===== src/rtl/sm_pkg.sv =====
// Shared types and helpers for the sign-magnitude min/max tracker.
// Holds the FSM state enum, the -0 constant and the sign normaliser.
package sm_pkg;

  typedef enum logic [1:0] {
    IDLE,
    ACCUM,
    DONE
  } state_e;

  localparam int SM_W_MAX = 64;

  // Encoding of negative zero (sign set, magnitude clear) for width n.
  function automatic logic [SM_W_MAX-1:0] SM_NEG_ZERO(input int n);
    return {{(SM_W_MAX-1){1'b0}}, 1'b1} << (n - 1);
  endfunction

  // Effective sign: a zero magnitude is always treated as positive.
  function automatic logic sm_norm(
    input logic sign,
    input logic mag_zero
  );
    return sign & ~mag_zero;
  endfunction

endpackage


===== src/rtl/sm_minmax_tracker_cmp.sv =====
// Combinational sign-magnitude comparator: o_out = (in_a >= in_b).
// Ports: in_a, in_b (N-bit sign-magnitude), o_out (1 bit). +0 == -0.
module sm_minmax_tracker_cmp
  import sm_pkg::*;
#(
  parameter int N = 8
) (
  input  logic [N-1:0] in_a,
  input  logic [N-1:0] in_b,
  output logic         o_out
);

  logic         a_neg;
  logic         b_neg;
  logic [N-2:0] a_mag;
  logic [N-2:0] b_mag;

  assign a_mag = in_a[N-2:0];
  assign b_mag = in_b[N-2:0];
  assign a_neg = sm_norm(in_a[N-1], ~|a_mag);
  assign b_neg = sm_norm(in_b[N-1], ~|b_mag);

  always_comb begin
    o_out = 1'b0;
    if (a_neg != b_neg) begin
      o_out = ~a_neg;
    end else if (!a_neg) begin
      o_out = (a_mag >= b_mag);
    end else begin
      o_out = (a_mag <= b_mag);
    end
  end

endmodule


===== src/rtl/sm_minmax_tracker.sv =====
// Frame-based running max/min of sign-magnitude samples (valid/ready in).
// Ports: i_clk, i_rst_n (async low), i_start, i_valid/o_ready, i_data,
// o_res_valid/i_res_ready, o_max, o_min; o_max_idx/o_min_idx only
// when SM_MINMAX_IDX_EN is defined.
module sm_minmax_tracker
  import sm_pkg::*;
#(
  parameter int N         = 8,
  parameter int FRAME_LEN = 16,
  localparam int CW = $clog2(FRAME_LEN + 1),
  localparam int IW = (FRAME_LEN > 1) ? $clog2(FRAME_LEN) : 1
) (
  input  logic          i_clk,
  input  logic          i_rst_n,
  input  logic          i_start,
  input  logic          i_valid,
  output logic          o_ready,
  input  logic [N-1:0]  i_data,
  output logic          o_res_valid,
  input  logic          i_res_ready,
  output logic [N-1:0]  o_max,
  output logic [N-1:0]  o_min
`ifdef SM_MINMAX_IDX_EN
  ,
  output logic [IW-1:0] o_max_idx,
  output logic [IW-1:0] o_min_idx
`endif
);

  localparam logic [N-1:0]  NZ   = N'(SM_NEG_ZERO(N));
  localparam logic [CW-1:0] LAST = CW'(FRAME_LEN - 1);

  state_e        state_q, state_d;
  logic [CW-1:0] count_q, count_d;
  logic [N-1:0]  max_q, max_d;
  logic [N-1:0]  min_q, min_d;
  logic [N-1:0]  samp;
  logic          accept;
  logic          first;
  logic          max_keep;
  logic          min_keep;

  assign samp   = (i_data == NZ) ? '0 : i_data;
  assign accept = (state_q == ACCUM) && i_valid;
  assign first  = (count_q == '0);

  sm_minmax_tracker_cmp #(.N(N)) u_max_cmp (
    .in_a  (max_q),
    .in_b  (samp),
    .o_out (max_keep)
  );

  sm_minmax_tracker_cmp #(.N(N)) u_min_cmp (
    .in_a  (samp),
    .in_b  (min_q),
    .o_out (min_keep)
  );

`ifdef SM_MINMAX_IDX_EN
  logic [IW-1:0] max_idx_q, max_idx_d;
  logic [IW-1:0] min_idx_q, min_idx_d;

  always_comb begin
    max_idx_d = max_idx_q;
    min_idx_d = min_idx_q;
    if (accept) begin
      if (first) begin
        max_idx_d = '0;
        min_idx_d = '0;
      end else begin
        if (!max_keep) max_idx_d = IW'(count_q);
        if (!min_keep) min_idx_d = IW'(count_q);
      end
    end
  end

  always_ff @(posedge i_clk or negedge i_rst_n) begin
    if (!i_rst_n) begin
      max_idx_q <= '0;
      min_idx_q <= '0;
    end else begin
      max_idx_q <= max_idx_d;
      min_idx_q <= min_idx_d;
    end
  end

  assign o_max_idx = max_idx_q;
  assign o_min_idx = min_idx_q;
`endif

  always_comb begin
    state_d = state_q;
    count_d = count_q;
    max_d   = max_q;
    min_d   = min_q;
    unique case (state_q)
      IDLE: begin
        if (i_start) begin
          state_d = ACCUM;
          count_d = '0;
        end
      end
      ACCUM: begin
        if (accept) begin
          count_d = count_q + CW'(1);
          if (first) begin
            max_d = samp;
            min_d = samp;
          end else begin
            if (!max_keep) max_d = samp;
            if (!min_keep) min_d = samp;
          end
          if (count_q == LAST) state_d = DONE;
        end
      end
      DONE: begin
        if (i_res_ready) state_d = IDLE;
      end
      default: state_d = IDLE;
    endcase
  end

  always_ff @(posedge i_clk or negedge i_rst_n) begin
    if (!i_rst_n) begin
      state_q <= IDLE;
      count_q <= '0;
      max_q   <= '0;
      min_q   <= '0;
    end else begin
      state_q <= state_d;
      count_q <= count_d;
      max_q   <= max_d;
      min_q   <= min_d;
    end
  end

  assign o_ready     = (state_q == ACCUM);
  assign o_res_valid = (state_q == DONE);
  assign o_max       = max_q;
  assign o_min       = min_q;

endmodule


===== config.mk =====
export PLATFORM = sky130hd
export DESIGN_NAME = sm_minmax_tracker
export DESIGN_NICKNAME = d
export VERILOG_FILES = /design/src/rtl/sm_pkg.sv /design/src/rtl/sm_minmax_tracker_cmp.sv /design/src/rtl/sm_minmax_tracker.sv
export SDC_FILE = /design/constraint.sdc
export NUM_CORES = 1
export LEC_CHECK = 0
export CELL_PAD_IN_SITES_DETAIL_PLACEMENT = 0
export CELL_PAD_IN_SITES_GLOBAL_PLACEMENT = 1
export CORE_MARGIN = 8
export CORE_UTILIZATION = 42
export DETAILED_ROUTE_END_ITERATION = 10
export PLACE_DENSITY_LB_ADDON = 0.3
export RECOVER_POWER = 25
export SLEW_MARGIN = 20
export SYNTH_ARGS = -nofsm -noshare
export SYNTH_HDL_FRONTEND = slang
export SYNTH_SLANG_ARGS = --single-unit

===== constraint.sdc =====
create_clock -name i_clk -period 4.2 [get_ports i_clk]
set_clock_uncertainty 0.15 [all_clocks]
set_input_delay 1.26 -clock i_clk [delete_from_list [all_inputs] [get_ports i_clk]]
set_output_delay 1.26 -clock i_clk [all_outputs]
set_load 0.05 [all_outputs]

==> flow_metrics.py <==
metrics = {
    "detailed_routing": {
        "drc": 0,
        "ant_nets": 0,
        "drt_first_pass_iters": 4,
        "finalWirelength_um": 3520,
        "detail_route.iter0.violations": 49,
        "via_count": 1187,
        "vias_per_cell": 5.37,
        "wl_per_cell_um": 15.9,
    },
    "synthesis": {
        "async_flop_share_pct": 100,
        "synth-seq-cells": 23,
        "syn_nets": 170,
        "synth.avg_cell_area_um2": 10.8,
        "ys.warnings.count": 0,
        "synth_edf_count": 0,
        "synthTopCellsByArea": "dfrtp_1 (38%), ha_1 (14%), mux2i_1 (6.6%)",
        "netlist_instances": 140,
        "synthFlopType": "dfrtp_1",
        "synth_top_area_share_pct": 38.2,
        "synth_cell_types": 41,
        "yosysSeqAreaShare_pct": 38.2,
        "synthesis.area_um2": 1510,
        "synth_top_area_cell": "dfrtp_1",
    },
    "hold_path": {
        "min-delay-start": "count_q[4]$_DFFE_PN0P_",
        "min_to": "count_q[4]$_DFFE_PN0P_",
        "hp-class": "reg2reg",
        "min_delay_path_depth": 1,
    },
    "critical_path": {
        "startpoint_type": "primary input",
        "crit_arrival_ns": 3.67,
        "critPathMaxFanout": 5,
        "r2r_end": "o_max[5]$_DFFE_PN0P_",
        "regToRegStartpoint": "o_max[2]$_DFFE_PN0P_",
        "rr_worst_depth": 6,
        "path_class": "in2reg",
        "crit_path_end_kind": "register",
        "worstPathRequired_ns": 4.29,
        "r2r_setup_slack_ns": 1.53,
    },
    "pwr": {
        "irDropWorstVdd_mv": 0.468,
        "pwr_density_cell_nw_per_um2": 806,
        "power_leakage_nw": 0.896,
    },
    "cts": {
        "cts_buffers": 3,
        "clk_path_buf_depth": 2,
        "cts-root-buf": "clkbuf_4",
        "cts_tree": "built",
        "htree_levels": 1,
        "clk_latency_ns": 0.31,
        "clk_pin_slew_ns": 0.12,
        "ctsResizeCount": 0,
        "post_cts_buffers": 0,
        "ctsHoldBuffers": 0,
        "cts_sinks": 23,
    },
    "placement": {
        "hpwl_um": 2860,
        "dpl.cell_count": 217,
        "portBuffers": 30,
        "place_congestion": 0.780,
    },
    "layout": {
        "drive_gt1_share_pct": 9.71,
        "finalNonFillerCells": 221,
        "multi_input_area_um2": 831,
        "n_antenna_cell": 0,
        "ff_latch_area_um2": 576,
        "nNetsFinal": 206,
        "fillerInstances": 298,
        "syn2layout_area_growth_pct": 26.4,
    },
    "sta": {
        "fin_setup_tns_ns": 0,
        "fin_crit_sh_pct": 85.1,
        "finalSetupViolations": 0,
        "final-max-slew-violation-count": 0,
        "fin_crit_ns": 3.57,
        "final_hold_viol_count": 0,
        "rsz0062_at_grt": "no",
        "slew_headroom_pct": 14.2,
        "tightestPinTransition_ns": 1.29,
        "fmax_mhz": 280,
    },
    "outcome": {
        "status": "complete, no violations",
    },
    "floorplanning": {
        "start_util_pct": 44.4,
        "dieArea_um2": 5760,
        "chipWidth_um": 75.9,
        "core_area_um2": 3390,
        "die_h_um": 75.9,
        "ioPinCount": 31,
        "row_count": 21,
    },
    "grt": {
        "grt_pass1_wl_um": 5850,
        "overflow": 0,
        "grt_pass1_vias": 1249,
        "grt_util_all_layers_pct": 13.4,
        "antenna_found_initial": 0,
        "grt_max_degree": 24,
    },
    "flow_run": {
        "cap_violations": 0,
    },
}
stage by stage:
step | utilization, % | total power [mW] | area (um^2) | setup WS, ns | hold slack (ns)
after detailed placement | 55.6 | 1.44 | 1880 | 0.276 | 0.342
after CTS | 56.4 | 1.55 | 1910 | 0.610 | 0.376
after global routing | 56.2 | 1.65 | 1900 | 0.554 | 0.408
after floorplan | - | 1.13 | 1510 | 0.453 | 0.323
final | 56.2 | 1.53 | 1900 | 0.627 | 0.373
after global placement | 55.6 | 1.42 | 1880 | 0.271 | 0.338
per-layer routing:
layer	global-route usage [%]	routed length [um]
met4	2.56	19
met5	0	0
met3	5.00	275
met2	21.1	1560
met1	17.0	1660
worst max-delay path, cell delays in order:
cell,delay [ns]
clkdlybuf4s50_1,0.51
or4_4,0.59
o41ai_4,0.30
nor2_1,0.14
a221oi_4,0.46
buf_4,0.22
mux2i_1,0.19
state kept, by name, summed over array words and instances, names as in the netlist:
signal,count
o_max,8
o_min,8
count_q,5
state_q,2
Yosys cell counts, types with 2 or more instances:
cell       n
a21oi_1    8
a22o_1     2
clkbuf_1   4
dfrtp_1   23
ha_1      17
inv_1     20
mux2_1     5
mux2i_1   10
nand2_1    4
nand3_1    2
nand3b_1   3
nand4_1    3
nor2_1     4
nor2b_1    2
o21ai_0    4
o41ai_1    2
or4_1      2
xor2_1     2
logic make-up (layout without fill, tap and decap cells):
logic type | Yosys count | in the layout | synth area share (%)
XOR/XNOR | 2 | 2 | 1.16
adder cells (fa/ha/maj) | 17 | 17 | 14.1
buffers and inverters | 25 | 60 | 6.64
AO/OA/AOI/OAI | 29 | 29 | 16.9
AND/OR/NAND/NOR | 27 | 27 | 10.9
multiplexers | 17 | 17 | 12.1
flip-flops | 23 | 23 | 38.2
area by class of cell:
class,instances,share of cell area [%]
Clock buffer,4,1.38
Multi-Input combinational cell,92,43.6
Sequential cell,23,30.2
Inverter,20,3.94
Timing Repair Buffer,36,17.8
Tap cell,46,3.02
worst max-delay path by stage:
stage          startpoint                   end  slack (ns)  depth (start not counted)
2_1_floorplan   i_data[2]  o_min[0]$_DFFE_PN0P_        0.45                          7
6_report        i_data[2]  o_min[6]$_DFFE_PN0P_        0.63                          7
5_1_grt         i_data[4]  o_max[2]$_DFFE_PN0P_        0.55                          9
3_3_place_gp    i_data[2]  o_min[6]$_DFFE_PN0P_        0.27                          7
3_5_place_dp    i_data[2]  o_min[6]$_DFFE_PN0P_        0.28                          7
4_1_cts         i_data[2]  o_min[6]$_DFFE_PN0P_        0.61                          7
report_power, final:
group / internal, mW / leakage [nW] / switching [mW]
clock: 0.0371 / 0.0150 / 0.0661
combinational: 0.401 / 0.610 / 0.603
sequential: 0.329 / 0.271 / 0.0987
cells in the final DEF, fill, tap and decap left out, types with 2 or more instances in the layout:
master,count
clkbuf_4,3
inv_1,20
nor2_1,4
nand3b_1,3
mux2_1,5
o21ai_0,4
o41ai_1,2
nand4_1,3
dfrtp_1,23
ha_1,17
buf_4,6
nand2_1,4
a22o_1,2
xor2_1,2
clkdlybuf4s50_1,29
nor2b_1,2
a21oi_1,8
mux2i_1,10
or4_1,2
nand3_1,2
clkbuf_1,2
No activity file was read; power rests on OpenSTA's default activity.
